## config.mk

```make
export PLATFORM = sky130hd
export DESIGN_NAME = karatsuba_mul_16
export DESIGN_NICKNAME = d
export VERILOG_FILES = /design/src/rtl/karatsuba_mul_16.sv
export SDC_FILE = /design/constraint.sdc
export NUM_CORES = 1
export LEC_CHECK = 0
export ABC_AREA = 1
export BUFFER_PORTS_ARGS = -buffer_cell sky130_fd_sc_hd__buf_2
export CAP_MARGIN = 20
export CELL_PAD_IN_SITES_DETAIL_PLACEMENT = 0
export CELL_PAD_IN_SITES_GLOBAL_PLACEMENT = 2
export CORE_MARGIN = 3
export CORE_UTILIZATION = 34
export DETAILED_ROUTE_END_ITERATION = 12
export PLACE_DENSITY = 0.76
export SETUP_SLACK_MARGIN = 0.15
export SLEW_MARGIN = 20
export SYNTH_ARGS = -nofsm -noshare
export SYNTH_HDL_FRONTEND = slang
export SYNTH_SLANG_ARGS = --single-unit
```

## constraint.sdc

```tcl
create_clock -name clk -period 6 [get_ports clk]
set_input_delay 0.3 -clock clk [delete_from_list [all_inputs] [get_ports clk]]
set_output_delay 0.3 -clock clk [all_outputs]
set_load 0.1 [all_outputs]
```

## src/rtl/karatsuba_mul_16.sv

```systemverilog
// ---------------------------------------------------------------------------
// karatsuba_mul_16
//
// Multi-cycle 16x16 signed multiplier returning the low 16 bits of A*B.
// Serves as the MUL functional unit of the CPU datapath behind a start/done
// handshake.
//
// The low 16 bits of a two's-complement product equal the low 16 bits of
// the unsigned product of the raw bit patterns. The core therefore works on
// unsigned patterns and uses one level of Karatsuba decomposition into
// 8-bit halves. A single 9x9 unsigned multiplier is time-shared across the
// three sub-products, one sub-product per cycle:
//   P0   : z0 = al*bl
//   P2   : z2 = ah*bh
//   P1   : z1 = (al+ah)*(bl+bh) - z2 - z0
//   COMB : result = ((z2<<16) + (z1<<8) + z0)[15:0], done pulse
//
// Ports:
//   clk    in   1   rising-edge clock
//   reset  in   1   asynchronous active-low reset
//   start  in   1   begin operation, accepted only while idle
//   A      in  16   signed multiplicand, latched with start
//   B      in  16   signed multiplier, latched with start
//   result out 16   registered low 16 bits of A*B
//   done   out  1   registered one-cycle completion pulse
// ---------------------------------------------------------------------------
module karatsuba_mul_16 (
    input  logic        clk,
    input  logic        reset,
    input  logic        start,
    input  logic [15:0] A,
    input  logic [15:0] B,
    output logic [15:0] result,
    output logic        done
);

    typedef enum logic [2:0] {
        S_IDLE = 3'd0,
        S_P0   = 3'd1,
        S_P2   = 3'd2,
        S_P1   = 3'd3,
        S_COMB = 3'd4
    } state_t;

    state_t      state_q, state_d;
    logic [15:0] a_q, a_d;
    logic [15:0] b_q, b_d;
    logic [15:0] z0_q, z0_d;
    logic [15:0] z2_q, z2_d;
    logic [17:0] z1_q, z1_d;
    logic [15:0] result_q, result_d;
    logic        done_q, done_d;

    logic [8:0]  sa_s;
    logic [8:0]  sb_s;
    logic [8:0]  mul_a_s;
    logic [8:0]  mul_b_s;
    logic [17:0] mul_p_s;
    logic [15:0] full_lo_s;

    // Half sums feeding the middle Karatsuba term; 9 bits hold the carry.
    assign sa_s = {1'b0, a_q[7:0]} + {1'b0, a_q[15:8]};
    assign sb_s = {1'b0, b_q[7:0]} + {1'b0, b_q[15:8]};

    // Operand mux for the single shared 9x9 multiplier.
    always_comb begin
        mul_a_s = 9'd0;
        mul_b_s = 9'd0;
        case (state_q)
            S_P0: begin
                mul_a_s = {1'b0, a_q[7:0]};
                mul_b_s = {1'b0, b_q[7:0]};
            end
            S_P2: begin
                mul_a_s = {1'b0, a_q[15:8]};
                mul_b_s = {1'b0, b_q[15:8]};
            end
            S_P1: begin
                mul_a_s = sa_s;
                mul_b_s = sb_s;
            end
            default: begin
                mul_a_s = 9'd0;
                mul_b_s = 9'd0;
            end
        endcase
    end

    assign mul_p_s = {9'd0, mul_a_s} * {9'd0, mul_b_s};

    // Recombination; bits above 15 are discarded, so z2 cannot affect the
    // result, but the full sum is written out to mirror the decomposition.
    assign full_lo_s = 16'((32'(z2_q) << 16) + (32'(z1_q) << 8) + 32'(z0_q));

    // Next-state and datapath register update logic.
    always_comb begin
        state_d  = state_q;
        a_d      = a_q;
        b_d      = b_q;
        z0_d     = z0_q;
        z2_d     = z2_q;
        z1_d     = z1_q;
        result_d = result_q;
        done_d   = 1'b0;
        case (state_q)
            S_IDLE: begin
                if (start) begin
                    a_d     = A;
                    b_d     = B;
                    state_d = S_P0;
                end else begin
                    state_d = S_IDLE;
                end
            end
            S_P0: begin
                z0_d    = mul_p_s[15:0];
                state_d = S_P2;
            end
            S_P2: begin
                z2_d    = mul_p_s[15:0];
                state_d = S_P1;
            end
            S_P1: begin
                // Cross term al*bh + ah*bl; never negative, fits in 18 bits.
                z1_d    = mul_p_s - {2'd0, z2_q} - {2'd0, z0_q};
                state_d = S_COMB;
            end
            S_COMB: begin
                result_d = full_lo_s;
                done_d   = 1'b1;
                state_d  = S_IDLE;
            end
            default: begin
                state_d = S_IDLE;
            end
        endcase
    end

    // State and datapath registers; reset aborts any operation in flight.
    always_ff @(posedge clk or negedge reset) begin
        if (!reset) begin
            state_q  <= S_IDLE;
            a_q      <= 16'd0;
            b_q      <= 16'd0;
            z0_q     <= 16'd0;
            z2_q     <= 16'd0;
            z1_q     <= 18'd0;
            result_q <= 16'd0;
            done_q   <= 1'b0;
        end else begin
            state_q  <= state_d;
            a_q      <= a_d;
            b_q      <= b_d;
            z0_q     <= z0_d;
            z2_q     <= z2_d;
            z1_q     <= z1_d;
            result_q <= result_d;
            done_q   <= done_d;
        end
    end

    assign result = result_q;
    assign done   = done_q;

endmodule

```

# After elaboration in Yosys (flattened, before gate mapping)
# Index checks and enable logic that the tools add are counted.
# word_totals
register_bits	84
out_inout_bits	17
input_bits	35
elab_cells	26
# classes
add_sub_neg	6
mux	5
n_mul	1
n_eq_ne	4
reduce_logical	2
# op_table
op	count
$pmux W9 S3	2
$add A8 B8 Y9	2
$add A1 B16 Y16 const A	1
$add A16 B16 Y16	1
$mul A9 B9 Y16	1
$sub A8 B8 Y8	2
$pmux W3 S4	1
$eq A3 B2 Y1 const B	2
$eq A3 B1 Y1 const B	1
$eq A3 B3 Y1 const B	1
$logic_not A3 Y1	1
$mux W1	2
$reduce_and A2 Y1	1

# Depth between registers and ports, before layout
# logic_depth
word_depth	5
ltp_mapped	35
depth_no_buf	35

# Least setup slack after synthesis
# Ideal clock, no wire load.
# synth_path
path_type	reg2reg
start	register a_q[0]
end	register z1_q[7]
path_stages_with_launch	25
path_buffers	0
required_time_ns	5.918
setup_slack_ns	0.318
t_arrival_ns	5.600
path_cell_list	dfrtp_1 ha_1 fa_1 nand3_1 nand2_1 inv_1 nor2_1 nand3b_1 nand2_1 inv_1 nor2_1 fa_1 fa_1 ha_1 fa_1 inv_1 fa_1 xnor2_1 fa_1 ha_1 nand2_1 o21ai_0 a21oi_1 or2_1 a31oi_1
# synth_between
elab_chain_len	5
# synth_rtl
item	line_no	source
from (decl)	46	logic [15:0] a_q, a_d;
from (signal assigned)	143	a_q <= 16'd0;
from (signal assigned)	152	a_q <= a_d;
$add A8 B8 Y9	62	assign sa_s = {1'b0, a_q[7:0]} + {1'b0, a_q[15:8]};
$pmux W9 S3 *	69	case (state_q)
$mul A9 B9 Y16 *	89	assign mul_p_s = {9'd0, mul_a_s} * {9'd0, mul_b_s};
named net mul_p_s[6]	58	logic [17:0] mul_p_s;
$sub A8 B8 Y8 * (2 in series)	125	z1_d = mul_p_s - {2'd0, z2_q} - {2'd0, z0_q};
to (signal assigned)	156	z1_q <= z1_d;
to (decl)	50	logic [17:0] z1_q, z1_d;
# Mark *: on every way through the listed nets, which the timed path passes. The rest lies on a longest branch.
# A chain may end at the register's enable or synchronous reset.

# Worst setup path in the final report
# layout_path
start	register b_q[8]
end	register z1_q[7]
# layout_between
elab_chain_len	5
# layout_rtl
item	line_no	source
from (decl)	47	logic [15:0] b_q, b_d;
from (signal assigned)	144	b_q <= 16'd0;
from (signal assigned)	153	b_q <= b_d;
$add A8 B8 Y9	63	assign sb_s = {1'b0, b_q[7:0]} + {1'b0, b_q[15:8]};
$pmux W9 S3 *	69	
$mul A9 B9 Y16 *	89	
named net mul_p_s[5]	58	
$sub A8 B8 Y8 * (2 in series)	125	
# Marked as above.

==> summary.md <==
| Metric | Value |
|---|---|
| Ant diodes | 0 |
| Critical Path Most Common Cell | inv_2 |
| Clk root buf | clkbuf_16 |
| Synth Flop Type | dfrtp_1 |
| # clock sinks | 84 |
| Mapped Area | 7250 sq um |
| CP Capture Type | flip-flop |
| Detailed Route WL | 16900 um |
| Global-route usage over all layers | 0.151 |
| Min-delay worst type | input port to flip-flop |
| Slew HR | 0.476 |
| Vias | 5539 |
| Clock Latency Late Sink | 0.35 ns |
| Post-synth EDFFs | 0 |
| Main area contributors after synthesis | dfrtp_1, fa_1, ha_1 |
| WP data arrival | 5.86 ns |
| Vias in the first global route | 5711 |
| Register area share after synthesis | 0.290 |
| Area growth, synth to finish | 20.7% |
| First-pass GRT wire length | 28500 um |
| Worst Tran Pin Value | 0.785 ns |
| Syn Inst Count | 862 |
| CP Launch Type | flip-flop |
| Outcome | finished clean |
| Fin nets | 1107 |
| Final Hold Viols | 0 |
| Die height | 152 um |
| Layout cells sized above 1 | 0.261 |
| Final period util | 0.932 |
| CP bufs+invs | 10 |
| Die area | 23100 sq um |
| Finished Layout Cells | 1227 |
| Fin Clk Skew | 0.00956 ns |
| Dpl hpwl | 13500 um |
| Antenna-violating nets left | 0 |
| Syn Nets | 1017 |
| Commonest cells post-synth | nand2_1, inv_1, dfrtp_1 |
| Max Cap Violations | 0 |
| CTS H-Tree Depth | 3 |
| Initial antenna violation count | 0 |
| Via density | 4.51 |
| Yosys reg bits | 84 |
| Initial core utilization | 0.352 |
| Final Core Density | 0.425 |
| Fmax achieved | 179 MHz |
| RePlAce Congestion | 0.818 |
| I/O Buffers | 51 |
| Slew Limit Fails | 0 |
| Io pins | 52 |
| First-pass DRT Iterations | 4 |
| Initial DRC count | 145 |
| Largest net degree at the start of global routing | 45 |
| Worst Path Required | 6.27 ns |
| Final setup fails | 0 |
| Placed Cells | 1193 |
| Delay-heaviest family, CP | adder cells |
| Leading area contributor after synthesis | dfrtp_1 |
| CP max stage cell | fa_2 |
| Cell with the most instances after synthesis | nand2_1 |
| Synth async-reset ratio | 1.00 |
| RSZ-0062 raised after global routing | yes |
| CTS clk-pin slew, worst paths | 0.07 ns |
| Crit path largest cell delay | 0.58 ns |
| WL per Instance | 13.8 um |
| Num CTS Buffers | 9 |
| Overflow after GRT | 0 |
| Core footprint | 20600 sq um |
| Synth cell types | 44 |
| DRC Markers | 0 |
| Rows | 52 |
| Die X | 152 um |
| Max FO, Critical Path | 5 |
| Final setup TNS | 0 ns |
| Top-area cell type share of the netlist area | 0.290 |
| CTS tree | done |
| Syn Area/Cell | 8.41 sq um |
| Critical path type | flip-flop to flip-flop |
| YS warnings | 0 |
| Min Tclk post-route | 5.59 ns |
| CTS max path bufs | 2 |
[state kept, by name, summed over array words and instances (netlist names)]
register	count
z1_q	8
z2_q	8
b_q	16
done	1
a_q	16
result	16
z0_q	16
state_q	3
[through the flow]
stage | hold slack, ns | cell area [sq um] | worst slack (ns)
CTS | 0.162 | 8260 | 0.0817
detailed placement | 0.311 | 7950 | 0.0549
floorplan | 0.00441 | 7250 | 0.318
global placement | 0.310 | 7950 | 0.109
global route | 0.171 | 8760 | 0.0622
finish | 0.179 | 8760 | 0.410
[what timing repair did]
item / CTS / global route
hold endpoints to repair: 40 / 0
buffers inserted: 0 / 17
resized for setup: 4 / 90
gates cloned: 0 / 0
setup endpoints to repair: 3 / 10
pin swaps: 0 / 50
hold buffers: 1 / 0
[path summary, 6_finish.rpt]
kind / slack [ns] / endpoint / cells after the start / start
max in group asynchronous: 4.55 / b_q[14] / 3 / reset
max: 0.41 / z1_q[7] / 29 / b_q[8]
max reg2reg: 0.41 / z1_q[7] / 29 / b_q[8]
min reg2reg: 0.47 / result[7] / 2 / result[7]
min in group asynchronous: 0.46 / done / 2 / reset
min: 0.18 / a_q[7] / 2 / A[7]
[cell usage in the layout (no fill, tap or decap), types with 3 or more instances in the layout]
cell type,netlist,layout
nand3_1,24,17
ha_1,61,46
inv_6,1,3
a21oi_4,2,3
inv_2,7,18
clkinvlp_4,0,5
a21oi_2,3,9
nor3_1,3,3
clkbuf_16,0,9
xnor2_1,7,6
a22o_1,8,8
buf_2,4,50
inv_1,165,153
nand2_2,7,22
fa_1,59,56
o21ai_0,47,44
nor2_2,1,10
a21oi_1,31,24
xor2_1,12,12
fa_2,0,3
nand2_4,2,4
buf_4,1,41
nand2_1,193,176
dfrtp_1,84,84
ha_4,0,12
ha_2,0,3
o21bai_1,4,4
nor2_1,70,59
nand3_2,3,10
mux2_2,29,29
[final cells by class]
type / count / area, sq um
Fill cell: 2128 / 11900
Multi-Input combinational cell: 588 / 4780
Clock buffer: 9 / 225
Sequential cell: 84 / 2100
Clock inverter: 7 / 58.8
Inverter: 176 / 672
Timing Repair Buffer: 93 / 579
Tap cell: 270 / 338
[layer usage]
metal | vias up | track usage | part of all wire
met4 | 0 | 0.0402 | 0.014
li1 | 2852 | - | -
met5 | - | 0 | 0
met2 | 70 | 0.266 | 0.50
met3 | 17 | 0.0236 | 0.028
met1 | 2600 | 0.192 | 0.45
[cell families (layout without fill, tap and decap cells)]
kind of cell,Yosys count,after routing,share of synthesized area
simple gates,312,312,0.177
buf+inv,190,285,0.103
fa+ha+maj,120,120,0.268
compound gates,107,107,0.0921
mux,29,29,0.0450
xor+xnor,20,20,0.0252
flops,84,84,0.290
Power is not shown: default switching activity piles up to over one toggle a cycle in this logic, so the estimate is an artifact.
